$ cat src/rtl/spi_reg_bank.sv
// SPI-mode-0 register bank: serial write frames commit to a flat register file.
// Define SPI_READBACK_EN to build the CIPO readback shifter for read frames.
module spi_reg_bank #(
    parameter int ADDR_W   = 7,
    parameter int DATA_W   = 8,
    parameter int NUM_REGS = 5
) (
    input  logic                         clk,
    input  logic                         rst,
    input  logic                         nCS,
    input  logic                         SCLK,
    input  logic                         COPI,
    output logic                         CIPO,
    output logic                         cipo_oe,
    output logic [NUM_REGS*DATA_W-1:0]   regs_flat,
    output logic [NUM_REGS-1:0]          wr_stb,
    output logic                         frame_err
);

    localparam int FRAME_LEN = 1 + ADDR_W + DATA_W;
    localparam int CNT_W     = $clog2(FRAME_LEN + 1);

    localparam logic [1:0] ST_IDLE   = 2'd0;
    localparam logic [1:0] ST_SHIFT  = 2'd1;
    localparam logic [1:0] ST_COMMIT = 2'd2;

    localparam logic [CNT_W-1:0]  CNT_FULL   = CNT_W'(FRAME_LEN);
    localparam logic [ADDR_W:0]   NUM_REGS_X = (ADDR_W + 1)'(NUM_REGS);

    // [0] first sync stage, [1] synchronized value, [2] history
    logic [2:0]           ncs_pipe_r;
    logic [2:0]           sclk_pipe_r;
    logic [2:0]           copi_pipe_r;
    logic                 live_r;
    logic                 armed_r;
    logic [1:0]           state_r;
    logic [CNT_W-1:0]     cnt_r;
    logic [FRAME_LEN-1:0] shift_r;

    logic                 ncs_fall_s;
    logic                 ncs_rise_s;
    logic                 sclk_rise_s;
    logic                 copi_s;
    logic                 rw_s;
    logic [ADDR_W-1:0]    addr_s;
    logic [DATA_W-1:0]    data_s;
    logic                 addr_ok_s;

    // Input synchronizers; armed_r blocks the false nCS fall seen when the
    // reset value (1) drains out while the pin is still held low mid-frame.
    always_ff @(posedge clk) begin
        if (rst) begin
            ncs_pipe_r  <= 3'b111;
            sclk_pipe_r <= 3'b000;
            copi_pipe_r <= 3'b000;
            live_r      <= 1'b0;
            armed_r     <= 1'b0;
        end else begin
            ncs_pipe_r  <= {ncs_pipe_r[1:0], nCS};
            sclk_pipe_r <= {sclk_pipe_r[1:0], SCLK};
            copi_pipe_r <= {copi_pipe_r[1:0], COPI};
            live_r      <= 1'b1;
            if (live_r && ncs_pipe_r[0]) begin
                armed_r <= 1'b1;
            end
        end
    end

    assign ncs_fall_s  = armed_r & ncs_pipe_r[2] & ~ncs_pipe_r[1];
    assign ncs_rise_s  = ~ncs_pipe_r[2] & ncs_pipe_r[1];
    assign sclk_rise_s = ~sclk_pipe_r[2] & sclk_pipe_r[1];
    assign copi_s      = copi_pipe_r[2];

    assign rw_s      = shift_r[FRAME_LEN-1];
    assign addr_s    = shift_r[DATA_W +: ADDR_W];
    assign data_s    = shift_r[DATA_W-1:0];
    assign addr_ok_s = ({1'b0, addr_s} < NUM_REGS_X);

    // Frame FSM, input shifter and register file
    always_ff @(posedge clk) begin
        if (rst) begin
            state_r   <= ST_IDLE;
            cnt_r     <= '0;
            shift_r   <= '0;
            regs_flat <= '0;
            wr_stb    <= '0;
            frame_err <= 1'b0;
        end else begin
            wr_stb    <= '0;
            frame_err <= 1'b0;
            case (state_r)
                ST_IDLE: begin
                    if (ncs_fall_s) begin
                        state_r <= ST_SHIFT;
                        cnt_r   <= '0;
                        shift_r <= '0;
                    end
                end
                ST_SHIFT: begin
                    if (ncs_rise_s) begin
                        if (cnt_r == CNT_FULL) begin
                            state_r <= ST_COMMIT;
                        end else begin
                            state_r   <= ST_IDLE;
                            frame_err <= 1'b1;
                        end
                    end else if (sclk_rise_s && (cnt_r < CNT_FULL)) begin
                        shift_r <= {shift_r[FRAME_LEN-2:0], copi_s};
                        cnt_r   <= cnt_r + CNT_W'(1);
                    end
                end
                ST_COMMIT: begin
                    state_r <= ST_IDLE;
                    if (rw_s && addr_ok_s) begin
                        for (int i = 0; i < NUM_REGS; i++) begin
                            if (addr_s == ADDR_W'(i)) begin
                                regs_flat[i*DATA_W +: DATA_W] <= data_s;
                                wr_stb[i]                     <= 1'b1;
                            end
                        end
                    end
                end
                default: begin
                    state_r <= ST_IDLE;
                end
            endcase
        end
    end

`ifdef SPI_READBACK_EN
    localparam logic [CNT_W-1:0] CNT_ADDR = CNT_W'(1 + ADDR_W);

    logic [DATA_W-1:0] out_sh_r;
    logic              rd_loaded_r;
    logic              oe_r;
    logic              sclk_fall_s;
    logic [ADDR_W-1:0] rd_addr_s;
    logic [DATA_W-1:0] rd_data_s;

    assign sclk_fall_s = sclk_pipe_r[2] & ~sclk_pipe_r[1];
    assign rd_addr_s   = shift_r[ADDR_W-1:0];

    // Read mux; out-of-range addresses fall through to zero
    always_comb begin
        rd_data_s = '0;
        for (int i = 0; i < NUM_REGS; i++) begin
            rd_data_s = (rd_addr_s == ADDR_W'(i)) ? regs_flat[i*DATA_W +: DATA_W] : rd_data_s;
        end
    end

    // Output shifter: load once the address is in, then shift on SCLK falls
    always_ff @(posedge clk) begin
        if (rst) begin
            out_sh_r    <= '0;
            rd_loaded_r <= 1'b0;
            oe_r        <= 1'b0;
        end else begin
            oe_r <= ~ncs_pipe_r[0];
            if ((state_r != ST_SHIFT) || ncs_rise_s) begin
                out_sh_r    <= '0;
                rd_loaded_r <= 1'b0;
            end else if (sclk_fall_s) begin
                if (rd_loaded_r) begin
                    out_sh_r <= {out_sh_r[DATA_W-2:0], 1'b0};
                end else if ((cnt_r == CNT_ADDR) && !shift_r[ADDR_W]) begin
                    out_sh_r    <= rd_data_s;
                    rd_loaded_r <= 1'b1;
                end
            end
        end
    end

    assign CIPO    = out_sh_r[DATA_W-1];
    assign cipo_oe = oe_r;
`else
    assign CIPO    = 1'b0;
    assign cipo_oe = 1'b0;
`endif

endmodule

$ cat config.mk
export PLATFORM = sky130hd
export DESIGN_NAME = spi_reg_bank
export DESIGN_NICKNAME = d
export VERILOG_FILES = /design/src/rtl/spi_reg_bank.sv
export SDC_FILE = /design/constraint.sdc
export NUM_CORES = 1
export LEC_CHECK = 0
export CELL_PAD_IN_SITES_DETAIL_PLACEMENT = 1
export CELL_PAD_IN_SITES_GLOBAL_PLACEMENT = 2
export CORE_MARGIN = 3
export CORE_UTILIZATION = 30
export DETAILED_ROUTE_END_ITERATION = 8
export PLACE_DENSITY_LB_ADDON = 0.12
export SETUP_SLACK_MARGIN = 0.1
export SLEW_MARGIN = 20
export SYNTH_ARGS = -nofsm -noshare
export SYNTH_HDL_FRONTEND = slang
export SYNTH_SLANG_ARGS = --single-unit
export TNS_END_PERCENT = 50
$ cat constraint.sdc
create_clock -name clk -period 1.8 [get_ports clk]
set_input_delay 0.27 -clock clk [delete_from_list [all_inputs] [get_ports clk]]
set_output_delay 0.27 -clock clk [all_outputs]
set_load 0.01 [all_outputs]
==> results of run 1 <==
stage by stage:
stage | total power [mW] | instances | util [%] | worst slack [ns] | hold slack (ns)
6_report | 3.19 | 490 | 40.4 | 0.0731 | 0.444
5_1_grt | 3.35 | 490 | 40.4 | 0.0550 | 0.458
4_1_cts | 3.25 | 490 | 40.2 | 0.0974 | 0.449
3_5_place_dp | 1.93 | 473 | 38.1 | 0.0398 | 0.429
3_3_place_gp | 1.93 | 473 | 38.1 | 0.0650 | 0.417
2_1_floorplan | 1.89 | 299 | - | 0.119 | 0.342
where the power goes:
part	leakage (nW)	total (mW)	switching, mW	internal [mW]
combinational	0.816	0.103	0.0689	0.0342
sequential	0.646	1.79	0.00574	1.78
clock	0.0929	1.30	0.658	0.646
total	1.56	3.19	0.732	2.46
metal layers:
layer  vias to the layer above  part of all wire (%)  track usage, %
met5                         -                     0               0
met4                         0                  0.99            5.48
met3                         6                   3.2            3.61
met2                        41                    48            24.6
met1                      1182                    48            18.9
li1                       1182                     -               -
kinds of logic after synthesis:
| logic type | share of synthesized area (%) |
|---|---|
| fa+ha+maj | 0.816 |
| simple gates | 16.4 |
| other cells | 0.122 |
| buf+inv | 4.45 |
| flops | 52.2 |
| compound gates | 12.6 |
| mux | 13.4 |
state kept, by name, summed over array words and instances, names as in the netlist, 2 cells and up:
signal,cells
cnt_r,5
copi_pipe_r,3
ncs_pipe_r,3
regs_flat,40
sclk_pipe_r,3
shift_r,16
state_r,2
wr_stb,5
final timing paths:
kind / start / depth (start not counted) / to
max: sclk_pipe_r[2] / 3 / cnt_r[2]
min: copi_pipe_r[0] / 1 / copi_pipe_r[1]
max reg2reg: sclk_pipe_r[2] / 3 / cnt_r[2]
min reg2reg: copi_pipe_r[0] / 1 / copi_pipe_r[1]
placed cells by master, fill, tap and decap left out, types with 2 or more instances in the layout:
cell type                          n
sky130_fd_sc_hd__nand2_1          54
sky130_fd_sc_hd__ha_1              2
sky130_fd_sc_hd__o31ai_1           4
sky130_fd_sc_hd__or2_2             3
sky130_fd_sc_hd__nor4_1            2
sky130_fd_sc_hd__buf_12            2
sky130_fd_sc_hd__nor4_2            2
sky130_fd_sc_hd__clkbuf_8          9
sky130_fd_sc_hd__a21oi_1           2
sky130_fd_sc_hd__conb_1            2
sky130_fd_sc_hd__or4b_4            2
sky130_fd_sc_hd__inv_1             2
sky130_fd_sc_hd__nor3_1            3
sky130_fd_sc_hd__nand3b_1          2
sky130_fd_sc_hd__nand4_1           3
sky130_fd_sc_hd__nor2b_1           7
sky130_fd_sc_hd__o31a_1           17
sky130_fd_sc_hd__clkdlybuf4s50_1  50
sky130_fd_sc_hd__nand4b_1          2
sky130_fd_sc_hd__buf_4            14
sky130_fd_sc_hd__inv_2             2
sky130_fd_sc_hd__nor2_1           10
sky130_fd_sc_hd__nand3_1           4
sky130_fd_sc_hd__a32o_1           17
sky130_fd_sc_hd__dfxtp_1          80
sky130_fd_sc_hd__mux2i_1          41
sky130_fd_sc_hd__clkinvlp_4        2
final cells by class:
cell class / instances / share of cell area, %
Sequential cell: 80 / 40.2
Multi-Input combinational cell: 191 / 34.1
Timing Repair Buffer: 66 / 16.2
Tap cell: 133 / 4.18
Clock buffer: 10 / 3.21
Clock inverter: 6 / 1.70
Inverter: 4 / 0.377
timing repair:
action / 4_1_cts / 5_1_grt
endpoints found under the setup margin: 15 / 23
pin swaps: 1 / 1
gates resized for setup: 1 / 2
gates cloned: 1 / 0
critical path, cell delays in order, from the launching register on:
cell                      delay, ns
sky130_fd_sc_hd__dfxtp_1       0.36
sky130_fd_sc_hd__or4b_4        0.67
sky130_fd_sc_hd__or4_1         0.50
sky130_fd_sc_hd__a21oi_1       0.13
==> run_results.csv, run 1 <==
group,metric,value,unit
outcome,outcome,"finished, final reports clean",
logic_synthesis,syn_inst,298,
clocking,cts_setup_buffers,0,
clocking,clock-root-buffer,"sky130_fd_sc_hd__clkbuf_8",
global_routing,grt_antenna_before_repair,0,
clocking,worstSkewPairLatency,0.35,ns
global_routing,grt_start_max_net_pins,53,
die,row_count,36,
route,avgViaCountPerCell,4.92,
timing,finalSetupViolCount,0,
clocking,cts_max_path_buffers,2,
logic_synthesis,synth.yosys.seq_area_share,52.2,%
worst_setup_path,cp.arrival,2.00,ns
timing,slew_headroom,50.2,%
global_routing,grt_residual_overflow,0,
layout,sequential_cell_area,1600,sq um
place,buffer_ports.inserted,50,
global_routing,gr-usage-all-layers,14.9,%
logic_synthesis,post_synth_edffs,0,
logic_synthesis,synth_top_flop_cell,"sky130_fd_sc_hd__dfxtp_1",
power,ir_worst_vdd,0.000315,V
global_routing,grt_pass1_vias,2564,
logic_synthesis,synth.most_common_cell,"sky130_fd_sc_hd__dfxtp_1",
clocking,hold_buffers,0,
die,top_level_ports,53,
layout,syn_to_final_growth,29.9,%
logic_synthesis,synth_top_area_cell,"sky130_fd_sc_hd__dfxtp_1",
layout,layout.cell_area.non_filler,3980,sq um
timing,timing_hold_violations_final,0,
die,floorplan.initialDensity,31.1,%
logic_synthesis,netlist_area_before_placement,3070,sq um
route,drt-wirelength-per-cell,16.1,um
worst_setup_path,kind_of_launch_point_of_the_worst_setup_path,"flop",
logic_synthesis,synth_unique_cells,38,
route,overall_via_count_from_detail_route,2411,
layout,layout.filler_cells,1092,
worst_setup_path,kind_of_end_point_of_the_critical_path,"flop",
route,drtPass1Iterations,4,
layout,insertedDiodeCount,0,
timing,final.setup_skew,0.0143,ns
place,place_hpwl,5.05,mm
worst_setup_path,crit_required,2.07,ns
route,detail_route.wirelength,7.89,mm
clocking,clock_pin_slew_on_the_worst_setup_and_hold_paths,0.08,ns
clocking,cts-buffers-inserted,9,
worst_setup_path,r2r_slack,0.07,ns
logic_synthesis,flop_and_latch_count_out_of_synthesis,80,
timing,report.final.slew_viol_count,0,
timing,final_min_period_over_clock_period,95.9,%
timing,setup_tns,0,ns
hold_path,holdCritPathClass,"reg -> reg",
logic_synthesis,netlist_top_cells_count,"sky130_fd_sc_hd__dfxtp_1 (80), sky130_fd_sc_hd__nand2_1 (54), sky130_fd_sc_hd__mux2i_1 (41), sky130_fd_sc_hd__clkbuf_1 (19)",
logic_synthesis,synth_top_area_share,52.2,%
place,gp_congestion,0.685,
clocking,cts_tree,"yes",
logic_synthesis,post_synth.cell_area_avg,10.3,sq um
run,drv.max_cap_violation_count,0,
die,core_area,9860,sq um
timing,rsz0062_at_grt,"yes",
worst_setup_path,crit_type,"reg -> reg",
logic_synthesis,ys_async_sr_fraction,0,%
die,chipWidth,107,um
route,remaining_drc_errors,0,
power,cellPowerDensity,802,nW/um^2
clocking,ctsHtreeMaxLevel,3,
die,floorplan.die.height,107,um
power,total_leakage_power,1.56,nW
timing,post-route-min-period,1.73,ns
clocking,cts_num_sinks,80,
worst_setup_path,crit_fanout,11,
global_routing,grt_pass1_wl,13.4,mm
route,antenna_left,0,
logic_synthesis,synth.area.top_cells,"sky130_fd_sc_hd__dfxtp_1 (52%), sky130_fd_sc_hd__mux2i_1 (13%), sky130_fd_sc_hd__nand2_1 (6.6%)",
place,post_dp_cell_area,3760,sq um
layout,layout-drive-gt1-share,11.5,%
timing,transition_time_of_the_tightest_slew_check_pin,0.746,ns
layout,multi_input_comb_area,1360,sq um
timing,fmax,579,MHz
route,initialDrtViolationCount,104,
layout,finish.net_count,359,
logic_synthesis,synth-warning-count,0,
die,dieArea,11500,sq um
Note: power is estimated with default switching activity, not from simulation.
==> inputs of run 2 (changes only) <==
- HOLD_SLACK_MARGIN: not set -> 0.1
==> results of run 2 <==
The final DEF is identical to that of run 1; final timing and power are the same.
==> RTL edit: new RTL, settings of run 1 <==
Build with the macro `SPI_READBACK_EN` defined.
--- a/src/rtl/spi_reg_bank.sv
+++ b/src/rtl/spi_reg_bank.sv
@@ -1,4 +1,6 @@
 // SPI-mode-0 register bank: serial write frames commit to a flat register file.
 // Define SPI_READBACK_EN to build the CIPO readback shifter for read frames.
+`define SPI_READBACK_EN
+
 module spi_reg_bank #(
     parameter int ADDR_W   = 7,
Check against the original RTL: not equivalent (Yosys sat finds a counterexample within 4 cycles, from zero or initial values and one cycle with rst high).
==> RTL edit against run 1 <==
  * Setup slack improved by 0.088 ns
  * Synthesized area increased by 25%
  * Utilization increased by 0.44 points
  * Final area increased by 26%
  * Routed wire length increased by 46%
  * Clock power increased by 69%
  * Power increased by 34%
  * Sequential cell count increased by 10
==> RTL edit: results (changes against run 1) <==
<table>
<tr><th>Metric</th><th>Value</th></tr>
<tr><th colspan="2">Status</th></tr>
<tr><td>Status</td><td>complete, no violations</td></tr>
<tr><th colspan="2">Finish</th></tr>
<tr><td>Post-layout nets</td><td>487 (+36%)</td></tr>
<tr><td>Clock-cell share</td><td>7.054% (+2.2 points)</td></tr>
<tr><td>Number of standard cells in the layout, taps in and fillers out</td><td>653 (+33%)</td></tr>
<tr><td>Fraction of standard cell area that is sequential</td><td>36.12% (-4.1 points)</td></tr>
<tr><td>Area of the multi-input gates</td><td>0.001868 sq mm (+38%)</td></tr>
<tr><td>Layout fillers</td><td>1434 (+31%)</td></tr>
<tr><td>Multi-input logic cell count</td><td>293 (+53%)</td></tr>
<tr><th colspan="2">Synth</th></tr>
<tr><td>Number of instances in the synthesized netlist</td><td>420 (+41%)</td></tr>
<tr><td>Synth top cells by count</td><td>sky130_fd_sc_hd__dfxtp_1, sky130_fd_sc_hd__nor2_1, sky130_fd_sc_hd__mux2i_1</td></tr>
<tr><td>Area contributors post-synth</td><td>sky130_fd_sc_hd__dfxtp_1, sky130_fd_sc_hd__mux2i_1, sky130_fd_sc_hd__nor2_1</td></tr>
<tr><th colspan="2">Clock network</th></tr>
<tr><td>CTS root buffer</td><td>sky130_fd_sc_hd__clkbuf_16</td></tr>
<tr><td>CTS-repair resized insts</td><td>0 (-1)</td></tr>
<tr><th colspan="2">Timing</th></tr>
<tr><td>Max Clk Rate</td><td>610.1 MHz (+5.4%)</td></tr>
<tr><td>Final setup skew</td><td>0.006598 ns (-0.007682 ns)</td></tr>
<tr><th colspan="2">Hold path</th></tr>
<tr><td>Min-delay worst type</td><td>primary input to register</td></tr>
<tr><th colspan="2">GRT</th></tr>
<tr><td>Global-route wire length before repair</td><td>18.88 mm (+41%)</td></tr>
<tr><td>Met3 global-route usage</td><td>3.941% (+0.33 points)</td></tr>
<tr><th colspan="2">Route</th></tr>
<tr><td>Met3 routed wirelength</td><td>321 microns (+27%)</td></tr>
<tr><td>Detailed-routing wirelength on met1</td><td>6.159 mm (+64%)</td></tr>
<tr><td>Iteration-0 DRC Markers</td><td>154 (+48%)</td></tr>
<tr><th colspan="2">Worst setup path</th></tr>
<tr><td>Critical path arrival</td><td>1.92 ns (-0.08 ns)</td></tr>
<tr><th colspan="2">Place</th></tr>
<tr><td>HPWL after detailed placement</td><td>8.192 mm (+62%)</td></tr>
<tr><td>Global placer's final weighted congestion</td><td>0.7550 (+10%)</td></tr>
<tr><td>Number of port buffers</td><td>52 (+4.0%)</td></tr>
<tr><th colspan="2">Power and ir drop</th></tr>
<tr><td>VDD IR-drop max</td><td>0.3433 mV (+9.1%)</td></tr>
</table>
==> RTL edit: cell types whose count changed after synthesis, sizes merged, moves of 14 or more <==
cell   before  now
nand2      54   27
a21oi       2   28
o31a       17    0
nor2       10   60
a32o       17    3
o21ai       1   27
==> RTL edit: how the worst min path moves through the flow <==
stage                        start  slack, ns  depth (start not counted)        endpoint
CTS                            rst       0.13                          2         armed_r
floorplan                      nCS       0.37                          1   ncs_pipe_r[0]
detailed placement  sclk_pipe_r[0]       0.43                          1  sclk_pipe_r[1]
global route                   rst       0.15                          2         armed_r
finish                         rst       0.15                          2         armed_r
global placement    sclk_pipe_r[0]       0.43                          1  sclk_pipe_r[1]
==> RTL edit: cell families after synthesis <==
group / count (synthesis) / synth area share, %
AND/OR/NAND/NOR: 160 / 22.17
multiplexers: 43 / 11.26
adder cells (fa/ha/maj): 2 / 0.6529
AO/OA/AOI/OAI: 88 / 14.10
flip-flops: 90 / 47.01
buffers and inverters: 37 / 4.799
